[src/rtl/regfile_wb_sched_if.sv]
// Bundle of the signals exchanged between the write-port scheduler and its
// neighbours: writeback stage, long-latency unit, decode stage and the
// register file write port.
//   slave  : the scheduler's view (requests in, write port/stall/ready out)
//   master : the surrounding pipeline's view
interface regfile_wb_sched_if #(
  parameter int WIDTH   = 32,
  parameter int R_WIDTH = 5
);
  // writeback stage
  logic               wb_we_i;
  logic [R_WIDTH-1:0] wb_addr_i;
  logic [WIDTH-1:0]   wb_data_i;
  // long-latency unit
  logic               lu_valid_i;
  logic [R_WIDTH-1:0] lu_addr_i;
  logic [WIDTH-1:0]   lu_data_i;
  logic               lu_ready_o;
  // decode stage
  logic [R_WIDTH-1:0] rs1_addr_i;
  logic [R_WIDTH-1:0] rs2_addr_i;
  logic [R_WIDTH-1:0] dst_addr_i;
  logic               iss_lu_i;
  logic               stall_o;
  // register file write port
  logic               write_d_o;
  logic [R_WIDTH-1:0] write_addr_o;
  logic [WIDTH-1:0]   write_data_o;

  modport slave (
    input  wb_we_i, wb_addr_i, wb_data_i,
    input  lu_valid_i, lu_addr_i, lu_data_i,
    output lu_ready_o,
    input  rs1_addr_i, rs2_addr_i, dst_addr_i, iss_lu_i,
    output stall_o,
    output write_d_o, write_addr_o, write_data_o
  );

  modport master (
    output wb_we_i, wb_addr_i, wb_data_i,
    output lu_valid_i, lu_addr_i, lu_data_i,
    input  lu_ready_o,
    output rs1_addr_i, rs2_addr_i, dst_addr_i, iss_lu_i,
    input  stall_o,
    input  write_d_o, write_addr_o, write_data_o
  );
endinterface

[src/rtl/regfile_wb_sched.sv]
// Write-port scheduler and busy-bit scoreboard for the register file.
// The single write port is shared between the in-order writeback stage
// (always wins, never delayed) and a long-latency unit whose results wait
// in a small FIFO until the port is free. Busy bits track registers with a
// long-latency result in flight and produce the decode stall.
// Ports:
//   clk_i : clock, rising edge
//   rst_i : synchronous active-high reset
//   bus   : regfile_wb_sched_if.slave (WB, LU, decode and write-port signals)
module regfile_wb_sched #(
  parameter int WIDTH      = 32,
  parameter int R_WIDTH    = 5,
  parameter int REGSIZE    = 32,
  parameter int DEPTH      = 2,
  parameter int STARVE_MAX = 4
) (
  input  logic              clk_i,
  input  logic              rst_i,
  regfile_wb_sched_if.slave bus
);
  localparam int PW = (DEPTH > 1) ? $clog2(DEPTH) : 1;
  localparam int CW = $clog2(DEPTH + 1);
  localparam int SW = $clog2(STARVE_MAX + 1);

  logic [R_WIDTH-1:0] fifo_addr_q [DEPTH];
  logic [R_WIDTH-1:0] fifo_addr_d [DEPTH];
  logic [WIDTH-1:0]   fifo_data_q [DEPTH];
  logic [WIDTH-1:0]   fifo_data_d [DEPTH];
  logic [PW-1:0]      rd_ptr_q, rd_ptr_d;
  logic [PW-1:0]      wr_ptr_q, wr_ptr_d;
  logic [CW-1:0]      count_q, count_d;
  logic [REGSIZE-1:0] busy_q, busy_d;
  logic [SW-1:0]      sc_q, sc_d;

  logic               fifo_empty;
  logic               lu_ready;
  logic               push;
  logic               pop;
  logic               starved;
  logic               stall;
  logic               issue_set;
  logic [R_WIDTH-1:0] head_addr;
  logic [WIDTH-1:0]   head_data;

  assign head_addr  = fifo_addr_q[rd_ptr_q];
  assign head_data  = fifo_data_q[rd_ptr_q];
  assign fifo_empty = (count_q == '0);
  // Ready looks only at the registered count: a same-cycle pop never frees
  // space, which keeps lu_ready_o off any combinational path from wb_we_i.
  assign lu_ready   = !rst_i && (count_q != CW'(DEPTH));
  assign push       = bus.lu_valid_i && lu_ready;
  assign pop        = !rst_i && !bus.wb_we_i && !fifo_empty;
  assign starved    = (sc_q >= SW'(STARVE_MAX));
  assign stall      = !rst_i && (busy_q[bus.rs1_addr_i] || busy_q[bus.rs2_addr_i] ||
                                 busy_q[bus.dst_addr_i] || starved);
  assign issue_set  = bus.iss_lu_i && !stall && (bus.dst_addr_i != '0);

  assign bus.lu_ready_o = lu_ready;
  assign bus.stall_o    = stall;

  // Write-port mux: WB first, otherwise the FIFO head (which pops at the edge).
  always_comb begin
    bus.write_d_o    = 1'b0;
    bus.write_addr_o = '0;
    bus.write_data_o = '0;
    if (!rst_i) begin
      if (bus.wb_we_i) begin
        bus.write_d_o    = 1'b1;
        bus.write_addr_o = bus.wb_addr_i;
        bus.write_data_o = bus.wb_data_i;
      end else if (!fifo_empty) begin
        bus.write_d_o    = 1'b1;
        bus.write_addr_o = head_addr;
        bus.write_data_o = head_data;
      end
    end
  end

  // FIFO storage, pointers, count and starvation counter.
  always_comb begin
    fifo_addr_d = fifo_addr_q;
    fifo_data_d = fifo_data_q;
    wr_ptr_d    = wr_ptr_q;
    rd_ptr_d    = rd_ptr_q;
    count_d     = count_q;
    if (push) begin
      fifo_addr_d[wr_ptr_q] = bus.lu_addr_i;
      fifo_data_d[wr_ptr_q] = bus.lu_data_i;
      wr_ptr_d              = wr_ptr_q + PW'(1);
    end
    if (pop) begin
      rd_ptr_d = rd_ptr_q + PW'(1);
    end
    if (push && !pop) begin
      count_d = count_q + CW'(1);
    end else if (pop && !push) begin
      count_d = count_q - CW'(1);
    end

    // A non-empty FIFO that did not pop means WB took the port this cycle.
    sc_d = sc_q;
    if (fifo_empty || pop) begin
      sc_d = '0;
    end else if (bus.wb_we_i && !starved) begin
      sc_d = sc_q + SW'(1);
    end
  end

  // Busy bits: r0 is hardwired clear; a same-cycle issue beats the clear.
  for (genvar gi = 0; gi < REGSIZE; gi++) begin : g_busy
    if (gi == 0) begin : g_r0
      assign busy_d[gi] = 1'b0;
    end else begin : g_rn
      logic set_hit;
      logic clr_hit;
      assign set_hit    = issue_set && (bus.dst_addr_i == R_WIDTH'(gi));
      assign clr_hit    = pop && (head_addr == R_WIDTH'(gi));
      assign busy_d[gi] = set_hit || (busy_q[gi] && !clr_hit);
    end
  end

  always_ff @(posedge clk_i) begin
    // Payload needs no reset: it is only visible once count_q says so.
    fifo_addr_q <= fifo_addr_d;
    fifo_data_q <= fifo_data_d;
    if (rst_i) begin
      rd_ptr_q <= '0;
      wr_ptr_q <= '0;
      count_q  <= '0;
      busy_q   <= '0;
      sc_q     <= '0;
    end else begin
      rd_ptr_q <= rd_ptr_d;
      wr_ptr_q <= wr_ptr_d;
      count_q  <= count_d;
      busy_q   <= busy_d;
      sc_q     <= sc_d;
    end
  end
endmodule

[src/flat_wrapper.sv]
// flat-port wrapper written by rule: the top's interface ports become plain ports
module regfile_wb_sched_flat 
#(
  parameter int WIDTH      = 32,
  parameter int R_WIDTH    = 5,
  parameter int REGSIZE    = 32,
  parameter int DEPTH      = 2,
  parameter int STARVE_MAX = 4
)
  (clk_i, rst_i, bus_wb_we_i, bus_wb_addr_i, bus_wb_data_i, bus_lu_valid_i, bus_lu_addr_i, bus_lu_data_i, bus_lu_ready_o, bus_rs1_addr_i, bus_rs2_addr_i, bus_dst_addr_i, bus_iss_lu_i, bus_stall_o, bus_write_d_o, bus_write_addr_o, bus_write_data_o);
  regfile_wb_sched_if #(.WIDTH(WIDTH), .R_WIDTH(R_WIDTH)) bus_i ();
  input  logic clk_i;
  input  logic rst_i;
  input wire logic [$bits(bus_i.wb_we_i)-1:0] bus_wb_we_i;
  input wire logic [$bits(bus_i.wb_addr_i)-1:0] bus_wb_addr_i;
  input wire logic [$bits(bus_i.wb_data_i)-1:0] bus_wb_data_i;
  input wire logic [$bits(bus_i.lu_valid_i)-1:0] bus_lu_valid_i;
  input wire logic [$bits(bus_i.lu_addr_i)-1:0] bus_lu_addr_i;
  input wire logic [$bits(bus_i.lu_data_i)-1:0] bus_lu_data_i;
  output wire logic [$bits(bus_i.lu_ready_o)-1:0] bus_lu_ready_o;
  input wire logic [$bits(bus_i.rs1_addr_i)-1:0] bus_rs1_addr_i;
  input wire logic [$bits(bus_i.rs2_addr_i)-1:0] bus_rs2_addr_i;
  input wire logic [$bits(bus_i.dst_addr_i)-1:0] bus_dst_addr_i;
  input wire logic [$bits(bus_i.iss_lu_i)-1:0] bus_iss_lu_i;
  output wire logic [$bits(bus_i.stall_o)-1:0] bus_stall_o;
  output wire logic [$bits(bus_i.write_d_o)-1:0] bus_write_d_o;
  output wire logic [$bits(bus_i.write_addr_o)-1:0] bus_write_addr_o;
  output wire logic [$bits(bus_i.write_data_o)-1:0] bus_write_data_o;
  assign bus_i.wb_we_i = bus_wb_we_i;
  assign bus_i.wb_addr_i = bus_wb_addr_i;
  assign bus_i.wb_data_i = bus_wb_data_i;
  assign bus_i.lu_valid_i = bus_lu_valid_i;
  assign bus_i.lu_addr_i = bus_lu_addr_i;
  assign bus_i.lu_data_i = bus_lu_data_i;
  assign bus_lu_ready_o = bus_i.lu_ready_o;
  assign bus_i.rs1_addr_i = bus_rs1_addr_i;
  assign bus_i.rs2_addr_i = bus_rs2_addr_i;
  assign bus_i.dst_addr_i = bus_dst_addr_i;
  assign bus_i.iss_lu_i = bus_iss_lu_i;
  assign bus_stall_o = bus_i.stall_o;
  assign bus_write_d_o = bus_i.write_d_o;
  assign bus_write_addr_o = bus_i.write_addr_o;
  assign bus_write_data_o = bus_i.write_data_o;
  regfile_wb_sched #(.WIDTH(WIDTH), .R_WIDTH(R_WIDTH), .REGSIZE(REGSIZE), .DEPTH(DEPTH), .STARVE_MAX(STARVE_MAX)) u_core (.clk_i(clk_i), .rst_i(rst_i), .bus(bus_i));
endmodule
[config.mk]
export PLATFORM = sky130hd
export DESIGN_NAME = regfile_wb_sched_flat
export DESIGN_NICKNAME = d
export VERILOG_FILES = /design/src/rtl/regfile_wb_sched_if.sv /design/src/rtl/regfile_wb_sched.sv /design/src/flat_wrapper.sv
export SDC_FILE = /design/constraint.sdc
export NUM_CORES = 1
export LEC_CHECK = 0
export BUFFER_PORTS_ARGS = -buffer_cell sky130_fd_sc_hd__buf_2
export CAP_MARGIN = 20
export CORE_MARGIN = 1
export CORE_UTILIZATION = 54
export DETAILED_ROUTE_END_ITERATION = 10
export HOLD_SLACK_MARGIN = 0.05
export PLACE_DENSITY_LB_ADDON = 0.05
export SKIP_CTS_REPAIR_TIMING = 1
export SLEW_MARGIN = 25
export SYNTH_ARGS = -nofsm -noshare
export SYNTH_HDL_FRONTEND = slang
export SYNTH_SLANG_ARGS = --single-unit
[constraint.sdc]
create_clock -name clk_i -period 3.6 [get_ports clk_i]
set_input_delay 0.54 -clock clk_i [delete_from_list [all_inputs] [get_ports clk_i]]
set_output_delay 0.54 -clock clk_i [all_outputs]
set_load 0.005 [all_outputs]
---- Word-level counts from Yosys, hierarchy flattened ----
Cells that the tools add are included.
word-level totals
  register bits ........................... 113
  bits of input ports ..................... 94
  output and inout bits ................... 40
  logic and storage cells ................. 297
cells by class
  $add $sub $neg .......................... 5
  magnitude comparators ................... 7
  eq/ne operators ......................... 63
  mux-type cells .......................... 29
  bitwise logic cells ..................... 2
  reductions and logical operators ........ 181
operators with widths
  operator                                             number
  2-to-1 mux 32 bit                                    7
  equality test 5 bit, second input constant           32
  logical AND 1 bit                                    104
  equality test 5 x 4 -> 1 bit, second input constant  16
  bitwise mux 64 bit                                   1
  equality test 5 x 3 -> 1 bit, second input constant  8
  zero test 1 bit                                      38
  logical OR 1 bit                                     35
  2-to-1 mux 5 bit                                     7
  demux 32 bit (select 1 bit)                          1
  equality test 5 x 2 -> 1 bit, second input constant  4
  < comparator 5 x 6 -> 1 bit, second input constant   3
  binary-select mux 1 bit (select 5 bit)               3
  bitwise mux 10 bit                                   1
  equality test 5 x 1 -> 1 bit, second input constant  2
  2-to-1 mux 1 bit                                     6
  demux 5 bit (select 1 bit)                           1
  nonzero test 5 bit                                   1
  >= comparator 2 bit, second input constant           2
  2-to-1 mux 2 bit                                     2
  inverter 1 -> 2 bit                                  2
  adder 3 x 1 -> 3 bit, second input constant          1
  >= comparator 3 bit, second input constant           1
  adder 1 bit, second input constant                   2
  7 further kinds                                      7

---- Depth between registers and ports, before layout ----
  word-level depth ........................ 11
  mapped depth ............................ 9

---- Worst setup path before layout ----
No wires, ideal clock.
  kind .................................... input port to flip-flop
  start point ............................. input port rst_i
  end point ............................... register u_core.fifo_addr_q[5] (netlist bit), enable pin
  data arrival time ....................... 2781 ps
  required time ........................... 3169 ps
  setup slack ............................. 387 ps
  stages on the path ...................... 5
  cells stage by stage .................... clkbuf_1 clkbuf_1 a21oi_1 nand2_1 nor2_1
on the way
  cells in the longest elaborated chain, start to end .. 3
ends and longest elaborated chain
  what                  line                     text
  from (decl)           flat_wrapper.sv:13       input logic rst_i;
  zero test 1 bit       regfile_wb_sched.sv:50   assign lu_ready = !rst_i && (count_q != CW'(DEPTH));
  logical AND 1 bit     regfile_wb_sched.sv:50
  via bus_lu_ready_o    flat_wrapper.sv:20       output wire logic [$bits(bus_i.lu_ready_o)-1:0] bus_lu_ready_o;
  logical AND 1 bit     regfile_wb_sched.sv:51   assign push = bus.lu_valid_i && lu_ready;
  to (signal assigned)  regfile_wb_sched.sv:124  fifo_addr_q <= fifo_addr_d;
  to (decl)             regfile_wb_sched.sv:25   logic [R_WIDTH-1:0] fifo_addr_q [DEPTH];
The timed path passes the listed nets, and every way through them passes these cells.
A chain may end at the register's enable or synchronous reset.

---- Final worst setup path ----
  start point ............................. input port bus_dst_addr_i[1]
  end point ............................... output port bus_stall_o
on the way
  cells in the longest elaborated chain, start to end .. 5
ends and longest elaborated chain
  what                                    line                    text
  from (decl)                             flat_wrapper.sv:23      input wire logic [$bits(bus_i.dst_addr_i)-1:0] bus_dst_addr_i;
  binary-select mux 1 bit (select 5 bit)  regfile_wb_sched.sv:55  busy_q[bus.dst_addr_i] || starved);
  2-to-1 mux 1 bit (implied by the code)  regfile_wb_sched.sv:55
  logical OR 1 bit                        regfile_wb_sched.sv:54  assign stall = !rst_i && (busy_q[bus.rs1_addr_i] || busy_q[bus.rs2_addr_i] ||
  logical OR 1 bit                        regfile_wb_sched.sv:55
  logical AND 1 bit                       regfile_wb_sched.sv:54
  to (decl)                               flat_wrapper.sv:25      output wire logic [$bits(bus_i.stall_o)-1:0] bus_stall_o;
No other way between the ends. The select of a mux whose other input is x is not followed.

==> metrics <==
number of diodes 0; dominant combinational cell family by area after synthesis multiplexers; ratio of routed vias to standard cells 5.91; met2 wire length 6.73 mm; Avg Inst Size Synth 11.6 um2; register area 2980 um2; post-synthesis cell area 5740 um2; most used standard cell by instance count after synthesis sky130_fd_sc_hd__nand2_1; layout overhead on the synthesized area 16.9%; total of flip-flops plus latches after synthesis 112; adder-cell area share of the yosys netlist 0.00436; layout cell share with drive strength beyond 1 0.310; total power of the final layout 2.63 mW; full die area 11100 um2; core footprint 10300 um2; dominant synthesized flop cell sky130_fd_sc_hd__edfxtp_1; part of the total power dissipated in combinational logic 0.175; switching power 0.727 mW; # H-tree levels 3; number of nets produced by synthesis 591; final routed DRC violation total 0; maximum number of pins on one net before global-route repair 47; top achievable clock speed 328 MHz; share of total power in sequential cells 0.565; total of max-cap violations 0; post-synthesis xor/xnor area fraction 0.00763; number of enable-type register cells in the synthesized netlist 74; number of placed I/O pins 134; crit path time final 3050 ps; number of cell rows 37; gate family responsible for the most delay along the worst path compound AO/OA/AOI/OAI gates; post-route cell area 6720 um2; final clock period utilization by the worst path 0.847; delay of the slowest critical-path stage 550 ps; routed via count 4483; sequential element share of the synthesized area 0.519; class of the tightest hold or removal check in2reg; number of buffer cells added on primary ports 133; Relative slew margins 0.407; effective utilization at floorplan 0.556; Critical Path Sink Type primary output; crit path max fanout 14; Inserted Clock Buffers 9; Clock Sinks 112; clock share of power 0.261; CTS clock-pin slew for the worst setup and hold paths 110 ps; fraction of synthesized area in multiplexers 0.164; worst hold-check slack 343 ps; instance area after placement 6540 um2; kind of critical path in2out; cells after synthesis 495; sw frac 0.276; initial DRC count 420; Routed Antenna Nets 0; post-detailed-placement half-perimeter wirelength 9.93 mm; RePlAce Congestion 0.933; Fin. Hold Viols 0; final total negative setup slack 0 ps; total congestion overflow after global routing 0; type of element launching the critical path input port; area fraction in compound gates after synthesis 0.127; Total Routed Length 13.9 mm; horizontal die dimension 105 um; antenna violations before repair 0; worst path required time 3060 ps; Die Height 105 um; CTS tree done; Crit path arrival time 2510 ps; Yosys top cell area share 0.387; unrepaired setup endpoints after global routing no; first-pass GRT wire length 22.3 mm; synth unique cells 42; number of warning messages in the yosys log 0; later-pin clock latency in the skew report 380 ps; setup-violating endpoint count in the final report 0; number of global-route vias before repair 4418; top cell types by occurrence after synthesis sky130_fd_sc_hd__nand2_1, sky130_fd_sc_hd__edfxtp_1, sky130_fd_sc_hd__mux2i_1; all-layer global routing usage 0.264; status complete, no violations; Net count, final 713; Worst Path Buf+Inv 2; multi-input gate area in the final layout 2570 um2; leading cell types by total area after synthesis sky130_fd_sc_hd__edfxtp_1, sky130_fd_sc_hd__dfxtp_1, sky130_fd_sc_hd__mux2i_1; Pre-Repair DR Iteration Count 4; Synth Area in Simple Gates 0.142; number of filler instances in the final layout 851; actual slew at the worst max-slew pin 889 ps; routed metal-1 wire length 6.09 mm; Max Clock Skew 13.5 ps; detailed-routed wire length on met3 814 um; worst voltage drop across the vdd grid 0.000305 V; cell with the largest stage delay on the worst path sky130_fd_sc_hd__mux4_2; uppermost signal routing layer after detailed routing met4; largest area contributor in the synthesized netlist sky130_fd_sc_hd__edfxtp_1; Power Density 392 nW/um2; routed wirelength normalized by instance count 18.3 um; maximum buffer depth of the clock tree 2; internal power summed over all cells 1.91 mW; series of cell instances along the critical path buf_2, mux4_2, a22oi_1, o2111ai_1, a2111o_1, o21ba_2, buf_2; Async S/R FF share, synth 0; cell mode on critical path sky130_fd_sc_hd__buf_2; max-slew violations 0; Clk Tree Root Cell sky130_fd_sc_hd__clkbuf_8; Pleak 2.47 nW
worst register-to-register path, cell delays in order, from the launching register on:
cell and delay, ps:
sky130_fd_sc_hd__dfxtp_1 390, sky130_fd_sc_hd__o21bai_1 600, sky130_fd_sc_hd__or2_2 680, sky130_fd_sc_hd__ha_1 380, sky130_fd_sc_hd__or3_1 380, sky130_fd_sc_hd__a21oi_1 140
worst paths after layout:
path,startpoint,to,slack (ps),cells past startpoint
max,bus_dst_addr_i[1],bus_stall_o,550,7
min,bus_lu_data_i[27],u_core.fifo_data_q[59],340,1
max reg2reg,u_core.count_q[0],u_core.count_q[1],960,5
min reg2reg,u_core.sc_q[1],u_core.sc_q[1],540,2
metal layers:
layer | track usage | vias up
met2 | 0.434 | 185
li1 | - | 2161
met3 | 0.0437 | 20
met1 | 0.355 | 2117
met5 | 0 | -
met4 | 0.0966 | 0
sequential cells by signal, indices dropped and copies added (netlist names):
name / count
u_core.busy_q: 31
u_core.count_q: 2
u_core.wr_ptr_q: 1
u_core.fifo_data_q: 64
u_core.sc_q: 3
u_core.rd_ptr_q: 1
u_core.fifo_addr_q: 10
power by group through the flow:
| stage | combinational, mW | clock (mW) | sequential [mW] |
|---|---|---|---|
| after CTS | 0.461 | 0.697 | 1.49 |
| after global placement | 0.448 | 0 | 1.51 |
| after global routing | 0.504 | 0.751 | 1.50 |
| final | 0.460 | 0.686 | 1.49 |
| after floorplan | 0.317 | 0 | 1.48 |
| after detailed placement | 0.459 | 0 | 1.52 |
cells in the final DEF, fill, tap and decap left out, types with 3 or more instances in the layout:
master / instances
sky130_fd_sc_hd__buf_2: 133
sky130_fd_sc_hd__nand2_1: 79
sky130_fd_sc_hd__edfxtp_1: 74
sky130_fd_sc_hd__mux2i_1: 44
sky130_fd_sc_hd__o21ai_0: 39
sky130_fd_sc_hd__nand3b_1: 37
sky130_fd_sc_hd__dfxtp_1: 37
sky130_fd_sc_hd__o41ai_1: 31
sky130_fd_sc_hd__mux4_2: 18
sky130_fd_sc_hd__buf_4: 12
sky130_fd_sc_hd__nor2_1: 11
sky130_fd_sc_hd__inv_1: 10
sky130_fd_sc_hd__clkbuf_8: 10
sky130_fd_sc_hd__nand3_1: 9
sky130_fd_sc_hd__a21oi_1: 7
sky130_fd_sc_hd__nor2b_1: 7
sky130_fd_sc_hd__mux2_2: 6
sky130_fd_sc_hd__a2111oi_0: 6
sky130_fd_sc_hd__xor2_1: 5
sky130_fd_sc_hd__a221oi_1: 3
sky130_fd_sc_hd__o32ai_1: 3
sky130_fd_sc_hd__or3b_2: 3
sky130_fd_sc_hd__or3_1: 3
sky130_fd_sc_hd__nand2b_1: 3
stage by stage:
step | worst slack, ps | std cells | utilization
floorplan | 387 | 495 | -
global placement | 598 | 742 | 0.633
detailed placement | 576 | 742 | 0.633
CTS | 570 | 758 | 0.650
global route | 408 | 758 | 0.650
finish | 552 | 758 | 0.650
area by class of cell:
class                           count  area share
Sequential cell                   112       0.444
Multi-Input combinational cell    338       0.383
Timing Repair Buffer              146       0.116
Tap cell                          136      0.0253
Clock buffer                       11      0.0211
Inverter                           10     0.00559
Clock inverter                      5     0.00484
logic make-up after synthesis:
| kind of cell | after synthesis |
|---|---|
| mux | 69 |
| fa+ha+maj | 2 |
| xor+xnor | 5 |
| simple gates | 160 |
| compound gates | 102 |
| flops | 112 |
| buf+inv | 45 |
Note: power is estimated with default switching activity, not from simulation.
